<file path="config.mk">
export PLATFORM = sky130hd
export DESIGN_NAME = dpram_fifo_ctrl
export DESIGN_NICKNAME = d
export VERILOG_FILES = /design/src/rtl/dpram_fifo_ctrl_pkg.sv /design/src/rtl/dpram_fifo_ptr.sv /design/src/rtl/dpram_fifo_ctrl.sv
export SDC_FILE = /design/constraint.sdc
export NUM_CORES = 1
export LEC_CHECK = 0
export ABC_CLOCK_PERIOD_IN_PS = 8510
export CAP_MARGIN = 40
export CORE_UTILIZATION = 39
export DETAILED_ROUTE_END_ITERATION = 8
export PLACE_DENSITY = 0.86
export REMOVE_ABC_BUFFERS = 1
export SYNTH_ARGS = -nofsm -noshare
export SYNTH_HDL_FRONTEND = slang
export SYNTH_SLANG_ARGS = --single-unit
</file>
<file path="constraint.sdc">
create_clock -name CLK -period 8.51 [get_ports CLK]
set_input_delay 1.702 -clock CLK [delete_from_list [all_inputs] [get_ports CLK]]
set_output_delay 1.702 -clock CLK [all_outputs]
set_load 0.1 [all_outputs]
</file>
<file path="src/rtl/dpram_fifo_ctrl_pkg.sv">
// rtl/dpram_fifo_ctrl_pkg.sv - shared constants and helpers for the DPRAM FIFO controller
package dpram_fifo_ctrl_pkg;

  // DPRAM strobes are active low
  localparam logic CS_ON  = 1'b0;
  localparam logic CS_OFF = 1'b1;

  // Width needed to hold a word count of 0..depth
  function automatic int cnt_width(input int depth);
    return $clog2(depth + 1);
  endfunction

  // Pointer increment that wraps from depth-1 back to 0 (depth need not be a power of two)
  function automatic int unsigned wrap_inc(input int unsigned p, input int unsigned depth);
    return (p == depth - 32'd1) ? 32'd0 : p + 32'd1;
  endfunction

endpackage

</file>
<file path="src/rtl/dpram_fifo_ptr.sv">
// rtl/dpram_fifo_ptr.sv - wrapping address counter with increment enable and synchronous clear
module dpram_fifo_ptr
  import dpram_fifo_ctrl_pkg::*;
#(
  parameter int DEPTH = 16,
  parameter int AW    = 4
) (
  input  logic          CLK,
  input  logic          RSTN,
  input  logic          clr_i,
  input  logic          inc_i,
  output logic [AW-1:0] ptr_o
);

  logic [AW-1:0] ptr_q;
  logic [AW-1:0] ptr_d;

  // Next pointer: clear wins over increment
  always_comb begin
    ptr_d = ptr_q;
    if (clr_i) begin
      ptr_d = '0;
    end else if (inc_i) begin
      ptr_d = AW'(wrap_inc(32'(ptr_q), 32'(DEPTH)));
    end
  end

  // Pointer register
  always_ff @(posedge CLK or negedge RSTN) begin
    if (!RSTN) begin
      ptr_q <= '0;
    end else begin
      ptr_q <= ptr_d;
    end
  end

  assign ptr_o = ptr_q;

endmodule

</file>
<file path="src/rtl/dpram_fifo_ctrl.sv">
// rtl/dpram_fifo_ctrl.sv - ready/valid FIFO controller sequencing one registered-output DPRAM
module dpram_fifo_ctrl
  import dpram_fifo_ctrl_pkg::*;
#(
  parameter int WIDTH = 16,
  parameter int DEPTH = 16,
  parameter int AW    = 4
) (
  input  logic             CLK,
  input  logic             RSTN,
  input  logic             FLUSH,
  input  logic             IN_VALID,
  output logic             IN_READY,
  input  logic [WIDTH-1:0] IN_DATA,
  output logic             OUT_VALID,
  input  logic             OUT_READY,
  output logic [WIDTH-1:0] OUT_DATA,
  output logic [AW+1:0]    LEVEL,
  input  logic [WIDTH-1:0] MEM_Q,
  output logic [WIDTH-1:0] MEM_D,
  output logic [AW-1:0]    MEM_RA,
  output logic [AW-1:0]    MEM_WA,
  output logic             MEM_RCSN,
  output logic             MEM_WCSN,
  output logic             MEM_WEN
);

  localparam int CW = cnt_width(DEPTH);
  localparam int LW = AW + 2;

  logic [CW-1:0] mcount_q, mcount_d;
  logic          out_valid_q, out_valid_d;
  logic [LW-1:0] level_q, level_d;
  logic          mem_full;
  logic          mem_empty;
  logic          push;
  logic          rd;
  logic [AW-1:0] wptr;
  logic [AW-1:0] rptr;

  // Memory occupancy flags; the output stage is tracked separately by out_valid_q
  assign mem_full  = (mcount_q == CW'(DEPTH));
  assign mem_empty = (mcount_q == '0);

  // A push is refused whenever memory is full, even if a read issues this cycle,
  // so a coincident read and write always target different addresses.
  assign IN_READY = RSTN && !mem_full && !FLUSH;
  assign push     = IN_VALID && IN_READY;

  // Read issues when memory has data and the output stage is free or being drained.
  assign rd = RSTN && !mem_empty && (!out_valid_q || OUT_READY) && !FLUSH;

  dpram_fifo_ptr #(.DEPTH(DEPTH), .AW(AW)) u_wptr (
    .CLK   (CLK),
    .RSTN  (RSTN),
    .clr_i (FLUSH),
    .inc_i (push),
    .ptr_o (wptr)
  );

  dpram_fifo_ptr #(.DEPTH(DEPTH), .AW(AW)) u_rptr (
    .CLK   (CLK),
    .RSTN  (RSTN),
    .clr_i (FLUSH),
    .inc_i (rd),
    .ptr_o (rptr)
  );

  // Next-state for memory count, output-stage flag and the registered level
  always_comb begin
    mcount_d    = mcount_q;
    out_valid_d = out_valid_q;
    if (FLUSH) begin
      mcount_d    = '0;
      out_valid_d = 1'b0;
    end else begin
      mcount_d = mcount_q + CW'(push) - CW'(rd);
      if (rd) begin
        out_valid_d = 1'b1;
      end else if (OUT_READY) begin
        out_valid_d = 1'b0;
      end
    end
    level_d = LW'(mcount_d) + LW'(out_valid_d);
  end

  // Controller state registers
  always_ff @(posedge CLK or negedge RSTN) begin
    if (!RSTN) begin
      mcount_q    <= '0;
      out_valid_q <= 1'b0;
      level_q     <= '0;
    end else begin
      mcount_q    <= mcount_d;
      out_valid_q <= out_valid_d;
      level_q     <= level_d;
    end
  end

  assign OUT_VALID = out_valid_q;
  assign LEVEL     = level_q;
  assign OUT_DATA  = MEM_Q;

  // DPRAM strobes; RCSN stays high when idle so MEM_Q holds the presented word
  assign MEM_D    = IN_DATA;
  assign MEM_WA   = wptr;
  assign MEM_RA   = rptr;
  assign MEM_WCSN = push ? CS_ON : CS_OFF;
  assign MEM_WEN  = push ? CS_ON : CS_OFF;
  assign MEM_RCSN = rd   ? CS_ON : CS_OFF;

  // Same-address read and write in one cycle makes the DPRAM return X
  a_no_collision : assert property (@(posedge CLK) disable iff (!RSTN)
    !((MEM_RCSN == CS_ON) && (MEM_WCSN == CS_ON) && (MEM_WEN == CS_ON) && (MEM_RA == MEM_WA)));

endmodule

</file>
# Word-level counts from Yosys, hierarchy flattened
# Cells that the tools add are included.
word_totals:
  ff_bits: 20
  inputBits: 37
  out_inout_bits: 51
  word_cells: 39
op_classes:
  n_addsub: 5
  n_eq_ne: 3
  n_mux: 12
  reduce_logical: 14
op_table:
  columns: ["op", "count"]
  rows:
  - ["$mux W4", 6]
  - ["$add A4 B1 Y4 const B", 2]
  - ["$eq A4 B4 Y1 const B", 2]
  - ["$add A5 B1 Y6", 1]
  - ["$logic_and A1 B1 Y1", 6]
  - ["$add A5 B1 Y5", 1]
  - ["$eq A5 B5 Y1 const B", 1]
  - ["$logic_not A5 Y1", 1]
  - ["$mux W1", 5]
  - ["$mux W5", 1]
  - ["$sub A5 B1 Y5", 1]
  - ["$logic_not A1 Y1", 4]
  - ["$reduce_bool A2 Y1", 2]
  - ["$logic_or A1 B1 Y1", 1]

# Longest topological paths before layout
# Gate-level depths: netlist (run 1).
depth:
  depth_word: 9
  mapped_depth: 14
  mapped_depth_nobuf: 14

# Hierarchy
# Synthesis (run 1) repeated with hierarchy kept, for this count alone.
hier_totals:
  hier_cells: 133
  area_unflattened_um2: 1303.8
by_module_without_submodules:
  columns: ["mod", "instances", "cells_per_inst", "area_per_inst_um2", "seq_area_each_um2"]
  rows:
  - ["dpram_fifo_ctrl", 1, 95, 920.9, 300.3]
  - ["dpram_fifo_ptr", 2, 19, 191.4, 100.1]

# Worst setup path before layout (run 1)
# OpenSTA, ideal clock, no wires.
synth_path:
  kind: "input port to output port"
  from: "in FLUSH"
  to: "out MEM_WEN"
  arrival_ns: 4.610
  required_time_ns: 6.808
  setup_slack_ns: 2.198
  path_stages: 4
  n_path_buf: 2
  path_cell_list: "buf_2 -> a311oi_2 -> nand2_2 -> buf_4"
synth_via:
  elab_chain_len: 4
synth_rtl:
  columns: ["item", "line_no", "text"]
  rows:
  - ["start, declared", "dpram_fifo_ctrl.sv:11", "input logic FLUSH,"]
  - ["$logic_not A1 Y1", "dpram_fifo_ctrl.sv:47", "assign IN_READY = RSTN && !mem_full && !FLUSH;"]
  - ["$logic_and A1 B1 Y1", "dpram_fifo_ctrl.sv:47", null]
  - ["via IN_READY", "dpram_fifo_ctrl.sv:13", "output logic IN_READY,"]
  - ["$logic_and A1 B1 Y1", "dpram_fifo_ctrl.sv:48", "assign push = IN_VALID && IN_READY;"]
  - ["$mux W1", null, null]
  - ["end, declared", "dpram_fifo_ctrl.sv:25", "output logic MEM_WEN"]
# The timed path passes the listed nets, and every way through them passes these cells.

# Worst setup path after layout (run 1)
layout_path:
  from: "in RSTN"
  to: "out MEM_WCSN"
layout_via:
  elab_chain_len: 4
layout_rtl:
  columns: ["item", "line_no", "text"]
  rows:
  - ["start, declared", "dpram_fifo_ctrl.sv:10", "input logic RSTN,"]
  - ["$logic_and A1 B1 Y1 (2 in a row)", "dpram_fifo_ctrl.sv:47", null]
  - ["$logic_and A1 B1 Y1", "dpram_fifo_ctrl.sv:48", null]
  - ["$mux W1", "dpram_fifo_ctrl.sv:108", "assign MEM_WCSN = push ? CS_ON : CS_OFF;"]
  - ["end, declared", "dpram_fifo_ctrl.sv:24", "output logic MEM_WCSN,"]
# No other way between the ends.

==> flow_summary.ini, run 1 <==
[routing]
routedWlPerCell_um = 16.2
drtIter0Drc = 27
ant_nets = 0
dr.pass1.iters = 4
vias_per_cell = 5.15
drt_wl_total_mm = 3.08
drc = 0
vias = 978

[clock_network]
clk_latency_ns = 0.30
cts_buffer_depth = 2
cts_tree = yes
cts.repair.resized = 0
clk_pin_slew_ns = 0.11
cts_hold_buf = 0
htree_levels = 1
numCtsBuffers = 3
cts_num_sinks = 20
root_buffer = clkbuf_4
cts_setup_buffers = 0

[global_routing]
grt_max_degree = 19
first_global_vias = 1004
met1_usage_pct = 20.3
met3_usage_pct = 10.9
grt_antenna_before_repair = 0
met2_usage_pct = 28.4
grt_use_total_pct = 18.0
busiest_layer = met2
grt-ovfl-total = 0
grt_pass1_wl_mm = 4.73

[worst_setup_path]
crit_required_ns = 6.81
crit_type = in -> out
cp.arrival_ns = 3.95
critPathLaunchType = input pin
crit_path_max_fanout = 12
crit_path_end_kind = output pin

[die]
coreArea_um2 = 3150
io_pins = 88
die_y_um = 60.3
start_util_pct = 42.1
fp.dieW_um = 60.3
std_cell_rows = 20
die_area_um2 = 3640

[sta]
fin_skew_ns = 0.00437
fmax_ghz = 0.177
final.setup.tns_ns = 0
fin_ws_ns = 2.86
maxSlewViolCount = 0
slew-limit-headroom_pct = 57.6
timing.final.crit_share_pct = 66.4
rsz0062_at_grt = false
hold_viol = 0
worst_pin_slew_ns = 0.635
period_minus_slack_ns = 5.65
holdWs_ns = 0.582
setup_viol_count_final = 0

[layout]
finish.utilization_pct = 53.3
final_common_cell = clkdlybuf4s50_1
final_cell_mix = clkdlybuf4s50_1 (23), dfrtp_1 (20), buf_8 (20)
fin_nets = 196
fillCellCount = 292
regArea_um2 = 500
drive_above_1_share_pct = 19.2
area_delta_synth_final_pct = 26.5
fin_cells = 190
antenna_cells = 0
multi_input_area_um2 = 526

[pwr]
p_leak_uw = 0.000758
ir_worst_vdd_uv = 224
power.density_nw_per_um2 = 325

[synth]
synth_top_area_share_pct = 37.7
syn_inst = 135
yosysTopAreaCell = dfrtp_1
ys_async_sr_fraction_pct = 100
synth_edf_count = 0
synth_cell_types = 33
ys_seq_area_share_pct = 37.7
avgSynthCellArea_um2 = 9.83
ys.flop_type = dfrtp_1
ys_ff_latch = 20
netlist_top_cells_area = dfrtp_1 (38%), buf_4 (19%), ha_1 (9.4%)
yosysWarnings = 0
synth_area_um2 = 1330

[outcome]
status = complete, no violations

[place]
hpwl_mm = 2.50
io_buffers = 23
place_ws_ns = 2.80
dp_cells = 187
gp_congestion = 0.854

[run]
drv_cap = 0

[hold_path]
hold_class = reg -> reg
[synthesized netlist by cell type, drive strengths merged (2+ instances only)]
cell and instances:
nor2 13, inv 12, a21oi 9, xnor2 6
o21ai 3, nor2b 3, nand3 2, o211ai 2
nand2 2, xor2 2, dfrtp 20, buf 34
ha 10, nand3b 2
[layout make-up]
class / instances / area share, %
clock buffer: 3 / 1.34
inverter: 12 / 2.68
multi-input combinational: 68 / 31.3
sequential: 20 / 29.8
tap: 44 / 3.28
timing repair buffer: 43 / 31.6
[cell families (layout without fill, tap and decap cells)]
family	after synthesis	in the layout	share of synthesized area (%)
buffers and inverters	47	58	22.7
and+or+nand+nor	29	29	11.7
DFF	20	20	37.7
AOI/OAI and AO/OA	19	19	10.4
adders and majority gates	11	11	10.9
xor gates and xnor gates	8	8	5.84
muxes	1	1	0.754
[registers in the layout, indices dropped and copies added, names as in the netlist]
register / cells
LEVEL: 6
OUT_VALID: 1
mcount_q: 5
u_rptr.ptr_o: 4
u_wptr.ptr_o: 4
[critical path: stages]
cell and delay (ns):
clkdlybuf4s50_1 0.82, buf_8 0.22, inv_1 0.06, a311oi_2 0.27, nand2_2 0.18, clkdlybuf4s50_1 0.50
buf_8 0.19
[path summary, 6_finish.rpt]
kind | from | end | slack (ns) | cells after the start
setup / recovery | RSTN | MEM_WCSN | 2.86 | 7
hold / removal | u_wptr.ptr_o[3] | u_wptr.ptr_o[3] | 0.58 | 2
setup reg to reg | mcount_q[3] | LEVEL[4] | 5.08 | 14
hold reg to reg | u_wptr.ptr_o[3] | u_wptr.ptr_o[3] | 0.58 | 2
max in group asynchronous | RSTN | u_wptr.ptr_o[3] | 6.29 | 2
min in group asynchronous | RSTN | mcount_q[1] | 1.75 | 1
[per-layer routing]
layer,routed length [um],part of all wire [%],up-vias
li1,-,-,438
met1,1200,39,471
met2,1430,47,64
met3,417,14,5
met4,31,1.0,0
met5,0,0,-
[stage by stage]
step / instance area (um^2) / power, uW
floorplan: 1070 / 379
global placement: 1360 / 438
detailed placement: 1660 / 501
CTS: 1680 / 548
global route: 1680 / 576
finish: 1680 / 545
[power by group]
group          total (uW)  internal [uW]  switching, uW
combinational         366            142            224
sequential            135            118           17.3
clock                44.0           16.5           27.5
(Power assumes the default switching activity.)
==> run 2: changes to the inputs <==
- ABC_CLOCK_PERIOD_IN_PS: 8510 -> 5850
- CORE_UTILIZATION: 39 -> 36
- PLACE_DENSITY: 0.86 -> 0.81
- clock period: 8.51 -> 5.85 ns (I/O delays scaled with it)
==> flow_summary.ini, run 2 (same netlist as run 1, synthesis figures left out) <==
[outcome]
status = complete, no violations

[sta]
worst_pin_slew_ns = 0.610
setup_viol_count_final = 0
slew-limit-headroom_pct = 59.2
fin_ws_ns = 1.58
fmax_ghz = 0.234
hold_viol = 0
fin_skew_ns = 0.000797
final.setup.tns_ns = 0
timing.final.crit_share_pct = 72.9
period_minus_slack_ns = 4.27
rsz0062_at_grt = false
maxSlewViolCount = 0

[clock_network]
numCtsBuffers = 3
clk_latency_ns = 0.26
cts_buffer_depth = 2
cts_num_sinks = 20
cts_tree = yes
cts_hold_buf = 0
cts.repair.resized = 0
cts_setup_buffers = 0
root_buffer = clkbuf_8
htree_levels = 1
clk_pin_slew_ns = 0.07

[worst_setup_path]
timing.rr.start = mcount_q[3]
crit_type = in -> reg
slowest_stage = clkdlybuf4s50_1
crit_path_max_fanout = 18
cp.arrival_ns = 4.39
crit_required_ns = 5.98
crit_top_cell = ha_1
critPathLaunchType = input pin
crit_start = FLUSH
crit_chain = clkdlybuf4s50_1, a311oi_2, nand2_2, ha_1, inv_1, ha_1, fa_1, nor2b_1, ha_1, o211ai_1, xnor2_1, nor2_1
crit_path_end_kind = flop
critPathMaxStageDelay_ns = 0.72

[die]
start_util_pct = 38.6
io_pins = 88
die_y_um = 62.7
die_area_um2 = 3930
std_cell_rows = 21
coreArea_um2 = 3440
fp.dieW_um = 62.7

[pwr]
ir_worst_vdd_uv = 313
p_leak_uw = 0.000741
power.density_nw_per_um2 = 500

[place]
dp_cells = 185
gp_congestion = 0.862
place_ws_ns = 1.31
hpwl_mm = 2.25
io_buffers = 23

[global_routing]
grt-ovfl-total = 0
first_global_vias = 1055
grt_antenna_before_repair = 0
grt_pass1_wl_mm = 4.79
grt_max_degree = 24
grt_use_total_pct = 15.9

[layout]
final_common_cell = dfrtp_1
multi_input_area_um2 = 526
fillCellCount = 320
regArea_um2 = 500
area_delta_synth_final_pct = 23.3
final_cell_mix = dfrtp_1 (20), clkdlybuf4s50_1 (19), buf_8 (15)
fin_nets = 192
fin_cells = 189
largest_register_ffs = 6
antenna_cells = 0
drive_above_1_share_pct = 20.3
finish.utilization_pct = 47.5

[routing]
dr.pass1.iters = 4
vias = 959
drt_wl_total_mm = 2.87
drtIter0Drc = 17
routedWlPerCell_um = 15.2
vias_per_cell = 5.07
ant_nets = 0
drc = 0

[hold_path]
hp-start = u_wptr.ptr_o[3]
hold_class = reg -> reg

[run]
drv_cap = 0
==> run 2: worst max-delay path, delay by kind of cell <==
family / cells / cell delay [ns]
adders and majority gates: 4 / 1.23
AOI/OAI and AO/OA: 2 / 0.59
buffers and inverters: 2 / 0.76
xor gates and xnor gates: 1 / 0.17
and+or+nand+nor: 3 / 0.46
==> run 2: worst paths after layout <==
path	to	slack, ns	depth (start not counted)
max in group asynchronous	u_rptr.ptr_o[3]	4.36	2
worst min-delay path	u_wptr.ptr_o[3]	0.58	2
worst max-delay path	LEVEL[4]	1.58	12
worst max register to register	LEVEL[4]	2.44	14
min in group asynchronous	LEVEL[1]	1.26	2
worst min register to register	u_wptr.ptr_o[3]	0.58	2
==> run 2: layout make-up <==
type | count | area share [%]
Tap cell | 46 | 3.52
Multi-Input combinational cell | 68 | 32.1
Inverter | 12 | 2.75
Timing Repair Buffer | 39 | 27.7
Sequential cell | 20 | 30.6
Clock buffer | 4 | 3.36
==> run 2: per-layer routing <==
layer	global-route usage (%)	share of wire, %
met1	17.8	40
met2	22.0	45
met3	10.4	13
met4	9.01	2.4
met5	5.56	0
==> run 2: where the power goes <==
| part | internal (uW) | total, uW | switching, uW |
|---|---|---|---|
| logic | 194 | 515 | 321 |
| registers | 171 | 196 | 24.2 |
| clock network | 60.0 | 108 | 47.6 |
==> run 2: through the flow <==
stage,power (uW),hold WS [ns],area (um^2)
detailed placement,714,0.567,1580
CTS,826,0.578,1640
finish,819,0.579,1640
global placement,638,0.566,1360
global route,863,0.628,1640
floorplan,552,0.658,1070
